<file path="config.mk">
export PLATFORM = sky130hd
export DESIGN_NAME = button_debounce
export DESIGN_NICKNAME = d
export VERILOG_FILES = /design/src/rtl/btn_pkg.sv /design/src/rtl/sync_2ff.sv /design/src/rtl/button_debounce.sv
export SDC_FILE = /design/constraint.sdc
export NUM_CORES = 1
export LEC_CHECK = 0
export CORE_MARGIN = 1
export CORE_UTILIZATION = 65
export CTS_BUF_LIST = sky130_fd_sc_hd__clkbuf_8 sky130_fd_sc_hd__clkbuf_16
export DETAILED_ROUTE_END_ITERATION = 16
export GPL_ROUTABILITY_DRIVEN = 0
export PLACE_DENSITY = 0.91
export SYNTH_ARGS = -nofsm -noshare
export SYNTH_HDL_FRONTEND = slang
export SYNTH_SLANG_ARGS = --single-unit
export TNS_END_PERCENT = 10
</file>
<file path="constraint.sdc">
create_clock -name clk -period 3.4 [get_ports clk]
set_clock_uncertainty 0.2 [all_clocks]
set_input_delay 0.68 -clock clk [delete_from_list [all_inputs] [get_ports clk]]
set_output_delay 0.68 -clock clk [all_outputs]
set_load 0.1 [all_outputs]
</file>
<file path="src/rtl/btn_pkg.sv">
// btn_pkg: shared debounce FSM state encoding and 12 MHz default timing constants
package btn_pkg;
  typedef enum logic [1:0] {RELEASED, PRESS_DB, PRESSED, RELEASE_DB} state_t;
  localparam int DB_20MS = 240000;
  localparam int HOLD_1S = 12000000;
endpackage

</file>
<file path="src/rtl/sync_2ff.sv">
// sync_2ff: generic two-flop synchroniser with a reset value, for asynchronous pin inputs
module sync_2ff #(
  parameter logic RESET_VAL = 1'b0
) (
  input  logic clk,
  input  logic rst_n,
  input  logic d,
  output logic q
);
  logic meta;
  always_ff @(posedge clk) begin
    if (!rst_n) {q, meta} <= {2{RESET_VAL}};
    else {q, meta} <= {meta, d};
  end
endmodule

</file>
<file path="src/rtl/button_debounce.sv">
// button_debounce: synchronises and debounces a pushbutton pin into a clean level,
// press/release strobes and a one-shot long-press strobe
module button_debounce
  import btn_pkg::*;
#(
  parameter int DEBOUNCE_CYCLES   = DB_20MS,
  parameter int LONG_PRESS_CYCLES = HOLD_1S,
  parameter bit ACTIVE_LOW        = 1'b1
) (
  input  logic clk,
  input  logic rst_n,
  input  logic btn_in,
  output logic btn_level,
  output logic btn_press,
  output logic btn_release,
  output logic btn_long
);
  localparam int DW = $clog2(DEBOUNCE_CYCLES);
  localparam int HW = $clog2(LONG_PRESS_CYCLES);
  localparam logic [DW-1:0] DB_MAX   = DW'(DEBOUNCE_CYCLES - 1);
  localparam logic [HW-1:0] HOLD_MAX = HW'(LONG_PRESS_CYCLES - 1);
  localparam logic [HW-1:0] HOLD_PRE = HW'(LONG_PRESS_CYCLES - 2);
  state_t state, state_n;
  logic [DW-1:0] db_cnt, db_n;
  logic [HW-1:0] hold_cnt, hold_n, hold_sat;
  logic sync, raw_act;
  sync_2ff #(.RESET_VAL(ACTIVE_LOW)) u_sync (
    .clk  (clk),
    .rst_n(rst_n),
    .d    (btn_in),
    .q    (sync)
  );
  assign raw_act  = sync ^ ACTIVE_LOW;
  assign hold_sat = (hold_cnt == HOLD_MAX) ? hold_cnt : hold_cnt + 1'b1;
  always_comb begin
    state_n = state;
    db_n    = db_cnt;
    hold_n  = hold_cnt;
    case (state)
      RELEASED: begin
        db_n   = '0;
        hold_n = '0;
        if (raw_act) state_n = PRESS_DB;
      end
      PRESS_DB: begin
        if (!raw_act) begin
          state_n = RELEASED;
          db_n    = '0;
        end else if (db_cnt == DB_MAX) begin
          state_n = PRESSED;
          db_n    = '0;
          hold_n  = '0;
        end else db_n = db_cnt + 1'b1;
      end
      PRESSED: begin
        db_n   = '0;
        hold_n = hold_sat;
        if (!raw_act) state_n = RELEASE_DB;
      end
      RELEASE_DB: begin
        // the hold timer keeps running here so a release bounce cannot restart it
        if (raw_act) begin
          state_n = PRESSED;
          db_n    = '0;
          hold_n  = hold_sat;
        end else if (db_cnt == DB_MAX) begin
          state_n = RELEASED;
          db_n    = '0;
          hold_n  = '0;
        end else begin
          db_n   = db_cnt + 1'b1;
          hold_n = hold_sat;
        end
      end
      default: state_n = RELEASED;
    endcase
  end
  always_ff @(posedge clk) begin
    if (!rst_n) begin
      state       <= RELEASED;
      db_cnt      <= '0;
      hold_cnt    <= '0;
      btn_level   <= 1'b0;
      btn_press   <= 1'b0;
      btn_release <= 1'b0;
      btn_long    <= 1'b0;
    end else begin
      state       <= state_n;
      db_cnt      <= db_n;
      hold_cnt    <= hold_n;
      btn_level   <= (state_n == PRESSED) || (state_n == RELEASE_DB);
      btn_press   <= (state == PRESS_DB) && (state_n == PRESSED);
      btn_release <= (state == RELEASE_DB) && (state_n == RELEASED);
      btn_long    <= ((state == PRESSED) || (state == RELEASE_DB)) && (hold_cnt == HOLD_PRE);
    end
  end
endmodule

</file>
==> results.py, run 1 <==
metrics = {
    "outcome": {
        "status": "finished, final reports clean",
    },
    "yosys": {
        "synth_ff_type": "dfxtp_1",
        "postSynthCellCount": 285,
        "synth_edf_count": 0,
        "synth_warnings": 0,
        "yosysSeqAreaShare_pct": 41.6,
        "ys_types": 42,
        "synth.top_cell.area_share_pct": 41.6,
        "synth_area_leader_cell": "dfxtp_1",
        "synth.net_count": 291,
        "yosysMostFrequentCell": "dfxtp_1",
        "synth_common_cells": "50 x dfxtp_1, 32 x nor2_1, 29 x nand3_1",
        "yosys-top-cells-area": "dfxtp_1 42%, nand3_1 6.0%, nor2_1 5.0%",
        "synth_area_per_cell_um2": 8.45,
        "syn_area_mm2": 0.00241,
        "synth-async-reset-ratio_pct": 0,
        "synth-seq-cells": 50,
    },
    "clock_network": {
        "cts_root_buffer": "clkbuf_8",
        "cts.sinks": 50,
        "cts_buffer_depth": 2,
        "cts_inserted_buffers": 5,
        "clk_pin_slew_ns": 0.09,
        "cts_tree": "built",
        "postCtsSetupRepairBufs": 0,
        "cts_resized": 0,
        "clock_latency_ns": 0.31,
        "holdBufCountCts": 0,
        "cts-htree-levels": 2,
    },
    "timing": {
        "fin_crit_sh_pct": 78.6,
        "setup_viol": 0,
        "layout_setup_ws_ns": 0.729,
        "max_freq_ghz": 0.374,
        "fin_tns_setup_ns": 0,
        "worst_pin_slew_ns": 1.00,
        "period_minus_slack_ns": 2.67,
        "slew_violations": 0,
        "relSlewSlack_pct": 32.7,
        "rsz0062_at_grt": "no",
        "hold_violations": 0,
    },
    "power_and_ir_drop": {
        "cellPowerDensity_mw_per_mm2": 424,
        "irDropWorstVdd_v": 0.000405,
        "p_leak_nw": 0.838,
    },
    "detailed_routing": {
        "drc_errors": 0,
        "drt_iter0_markers": 160,
        "postRouteAntennaNets": 0,
        "via_per_inst": 6.03,
        "vias": 2026,
        "wl_um": 4760,
        "wl_per_cell_um": 14.2,
        "drtPass1Iterations": 4,
    },
    "global_routing": {
        "grt_use_total_pct": 26.3,
        "grt_overflow": 0,
        "antenna_found_initial": 0,
        "grt_first_pass_wirelength_um": 8200,
        "grt_pass1_vias": 1824,
        "grt_max_degree": 31,
    },
    "final_layout": {
        "diodes": 0,
        "area_growth_syn_to_layout_pct": 8.11,
        "drive_gt1_share_pct": 7.24,
        "nets": 295,
    },
    "die": {
        "die_area_mm2": 0.00395,
        "rows": 21,
        "coreArea_mm2": 0.00344,
        "fp.dieH_um": 62.9,
        "io_pins": 7,
        "initial_core_util_pct": 69.9,
        "die_x_um": 62.9,
    },
    "critical_path": {
        "critPathCaptureType": "flip-flop",
        "cp.arrival_ns": 2.68,
        "crit_type": "reg -> reg",
        "required_ns": 3.41,
        "critPathLaunchType": "flip-flop",
        "critPathMaxFanout": 13,
    },
    "min_path": {
        "hp-class": "reg -> reg",
    },
    "job": {
        "drv_cap": 0,
    },
    "place": {
        "dpl.hpwl_um": 3100,
        "io_buffers": 6,
        "preCtsSetupSlack_ns": 0.751,
    },
}
## final timing paths
kind                from          end  slack (ns)  cells past startpoint
max reg2reg    db_cnt[0]  hold_cnt[0]        0.73                      6
min reg2reg  u_sync.meta     u_sync.q        0.21                      1
min          u_sync.meta     u_sync.q        0.21                      1
max            db_cnt[0]  hold_cnt[0]        0.73                      6
## state kept, by name (all words and copies together) (netlist names)
register and flops:
hold_cnt 24, db_cnt 18, btn_release 1, state 2
btn_press 1, btn_level 1, u_sync.q 1, btn_long 1
u_sync.meta 1
## critical path, stage by stage, from the launching register on
cell and delay, ns:
dfxtp_1 0.39, ha_1 0.21, nand3_1 0.10, or3_1 0.49, o31ai_2 0.84, o21ai_2 0.14
a21o_1 0.21
## layer usage
layer / vias to the layer above / track usage, % / routed length (µm)
met1: 951 / 32.4 / 2130
li1: 1034 / - / -
met5: - / 0 / 0
met4: 0 / 12.2 / 67
met3: 7 / 6.02 / 151
met2: 34 / 43.3 / 2410
## logic make-up after synthesis
group / Yosys count / synth area share (%)
AO/OA/AOI/OAI: 53 / 14.6
XOR/XNOR: 17 / 6.18
adder cells (fa/ha/maj): 3 / 1.56
buffers and inverters: 23 / 4.63
flip-flops: 50 / 41.6
multiplexers: 1 / 0.416
AND/OR/NAND/NOR: 138 / 31.0
## cell usage in the layout (no fill, tap or decap), types with 5 or more instances in the layout
master / netlist / layout
buf_4: 0 / 5
nor2_1: 32 / 32
nand2_1: 20 / 20
a31oi_1: 14 / 14
clkbuf_8: 0 / 6
and3_1: 5 / 5
xnor2_1: 7 / 7
a21oi_1: 11 / 11
inv_1: 13 / 13
nand3_1: 29 / 29
dfxtp_1: 50 / 50
o21ai_1: 10 / 10
or3_1: 11 / 11
nand4_1: 10 / 10
xor2_1: 10 / 10
nor3_1: 5 / 5
## where the power goes
group          internal, W   total [W]  leakage [nW]  switching (W)
sequential        0.000586    0.000588         0.403     0.00000131
combinational   0.00000389  0.00000859         0.364     0.00000470
clock             0.000313    0.000506        0.0714       0.000193
## cell type report
| class | count | area [µm²] |
|---|---|---|
| flip-flops and latches | 50 | 1000 |
| repair buffers | 7 | 57.6 |
| clock inverters | 2 | 60.1 |
| inverters | 13 | 48.8 |
| fillers | 244 | 840 |
| multi-input cells | 212 | 1290 |
| clock buffers | 6 | 82.6 |
| well taps | 46 | 57.6 |
## stage by stage
step	instances	instance area, µm²	hold slack [ns]	power (W)	utilization, %
2_1_floorplan	285	2410	0.186	0.000606	-
3_3_place_gp	328	2460	0.192	0.000610	71.5
3_5_place_dp	328	2460	0.194	0.000610	71.5
4_1_cts	336	2600	0.215	0.00111	75.6
5_1_grt	336	2600	0.251	0.00114	75.6
6_report	336	2600	0.213	0.00110	75.6
Note: power is estimated with default switching activity, not from simulation.
==> inputs of run 2 (changes only) <==
CORE_UTILIZATION = 60   (was 65)
PLACE_DENSITY = 0.86   (was 0.91)
clock period = 2.5 ns   (was 3.4 ns; I/O delays follow)
==> run 2 against run 1 <==
  * Final area increased by 0.67%
  * Via count is 1.2% higher
  * Sequential power grew 36%
  * Critical path type unchanged
  * Largest power group unchanged
==> results.py, run 2 (synthesis results as in run 1) <==
metrics = {
    "outcome": {
        "status": "finished, final reports clean",
    },
    "final_layout": {
        "largest_reg_flops": 24,
        "finalCoreUtilization_pct": 70.0,
        "drive_gt1_share_pct": 9.46,
        "nFillCells": 287,
        "area_growth_syn_to_layout_pct": 8.84,
        "nets": 302,
        "final_cell_mix": "49 x dfxtp_1, 32 x nor2_1, 29 x nand3_1",
        "largestRegisters": "hold_cnt x24, db_cnt x18, state x2",
        "diodes": 0,
        "regMostFlops": "hold_cnt",
        "final_common_cell": "dfxtp_1",
    },
    "critical_path": {
        "r2r_slack_ns": 0.15,
        "cp_slowest_cell": "or3_1",
        "critPathLaunchType": "flip-flop",
        "worstReg2RegEnd": "hold_cnt[4]",
        "critPathMaxStageDelay_ns": 0.51,
        "r2r_cells": 7,
        "crit_family": "compound AO/OA/AOI/OAI gates",
        "r2r-start": "db_cnt[0]",
        "crit_chain": "ha_1 -> nand3_1 -> or3_1 -> o31a_1 -> buf_12 -> a41oi_1 -> a21oi_1",
        "cp.arrival_ns": 2.34,
        "path_buf_inv": 1,
        "crit_type": "reg -> reg",
        "critPathMaxFanout": 30,
        "required_ns": 2.48,
        "critPathCaptureType": "flip-flop",
    },
    "min_path": {
        "hp-class": "reg -> reg",
        "hold_path_depth": 1,
        "hold_path_end": "u_sync.q",
        "min_from": "u_sync.meta",
    },
    "die": {
        "initial_core_util_pct": 64.3,
        "rows": 22,
        "fp.dieH_um": 65.3,
        "coreArea_mm2": 0.00374,
        "die_area_mm2": 0.00427,
        "die_x_um": 65.3,
        "io_pins": 7,
    },
    "timing": {
        "hold_violations": 0,
        "relSlewSlack_pct": 58.4,
        "max_freq_ghz": 0.425,
        "slew_violations": 0,
        "period_minus_slack_ns": 2.35,
        "fin_tns_setup_ns": 0,
        "worst_pin_slew_ns": 0.624,
        "fin_crit_sh_pct": 94.1,
        "setup_viol": 0,
        "rsz0062_at_grt": "no",
    },
    "detailed_routing": {
        "via_per_inst": 5.96,
        "wl_per_cell_um": 13.7,
        "wl_met2_um": 2360,
        "drt_iter0_markers": 97,
        "routed-wl-met3_um": 177,
        "drtPass1Iterations": 4,
        "drc_errors": 0,
        "postRouteAntennaNets": 0,
        "routed.top_layer": "met4",
        "vias": 2051,
        "wl_um": 4720,
        "met1Wirelength_um": 2120,
    },
    "job": {
        "drv_cap": 0,
    },
    "clock_network": {
        "cts-htree-levels": 2,
        "cts_root_buffer": "clkbuf_8",
        "holdBufCountCts": 0,
        "clk_pin_slew_ns": 0.09,
        "cts_tree": "built",
        "cts_inserted_buffers": 5,
        "clock_latency_ns": 0.30,
        "postCtsSetupRepairBufs": 0,
        "cts.sinks": 50,
        "cts_buffer_depth": 2,
    },
    "global_routing": {
        "antenna_found_initial": 0,
        "grt_overflow": 0,
        "grt_use_total_pct": 24.9,
        "grt_max_degree": 31,
        "grt_first_pass_wirelength_um": 8330,
        "grt_pass1_vias": 1904,
    },
    "power_and_ir_drop": {
        "irDropWorstVdd_v": 0.000271,
        "p_leak_nw": 0.855,
        "cellPowerDensity_mw_per_mm2": 475,
    },
    "place": {
        "dpl.hpwl_um": 3270,
        "io_buffers": 6,
    },
}
-- run 2: changes by cell type in the layout (fill, tap and decap cells not counted), moves of 2 or more --
cell / before / now
clkinv_2: 0 / 2
buf_12: 0 / 2
buf_4: 5 / 10
bufinv_16: 2 / 0
-- run 2: layer usage --
metal  track usage, %  vias up
li1                 -     1046
met2             43.2       47
met4             9.78        0
met1             30.2      950
met3             4.34        8
met5                0        -
-- run 2: how the worst max path moves through the flow --
stage | from | endpoint | slack, ns | depth (start not counted)
after detailed placement | rst_n | hold_cnt[3] | 0.17 | 6
after CTS | hold_cnt[0] | hold_cnt[5] | 0.15 | 6
after global placement | rst_n | hold_cnt[3] | 0.20 | 6
after floorplan | db_cnt[0] | hold_cnt[23] | 0.35 | 8
after global routing | db_cnt[0] | hold_cnt[4] | 0.06 | 7
final | db_cnt[0] | hold_cnt[4] | 0.15 | 7
-- run 2: what timing repair did --
item / CTS / global route
endpoints found under the hold margin: 0 / 0
endpoints found under the setup margin: 0 / 1
resized for setup: 0 / 1
-- run 2: metrics by stage --
step | area [µm²] | setup WS, ns | cells | power (W) | hold slack, ns
floorplan | 2410 | 0.350 | 285 | 0.000824 | 0.186
global placement | 2540 | 0.196 | 337 | 0.000832 | 0.188
global route | 2620 | 0.0562 | 344 | 0.00129 | 0.251
CTS | 2620 | 0.147 | 344 | 0.00126 | 0.229
finish | 2620 | 0.146 | 344 | 0.00125 | 0.224
detailed placement | 2540 | 0.167 | 337 | 0.000833 | 0.215
-- run 2: final cells by class --
type                    count  area [µm²]  area share [%]
clock buffers               5        68.8            2.63
clock inverters             2        10.0           0.382
inverters                  13        48.8            1.86
multi-input cells         212        1290            49.4
flip-flops and latches     50        1000            38.3
well taps                  48        60.1            2.29
repair buffers             14         135            5.16
-- run 2: report_power, final --
part	total [W]	internal, W	switching, W	leakage (nW)
logic	0.0000145	0.00000724	0.00000727	0.408
clock network	0.000432	0.000188	0.000244	0.0438
registers	0.000799	0.000797	0.00000196	0.404
total	0.00125	0.000993	0.000253	0.855
==> inputs of run 3 (changes only) <==
SLEW_MARGIN = 20   (was unset)
==> results of run 3 <==
No change in the layout: final DEF, timing and power equal those of run 2.
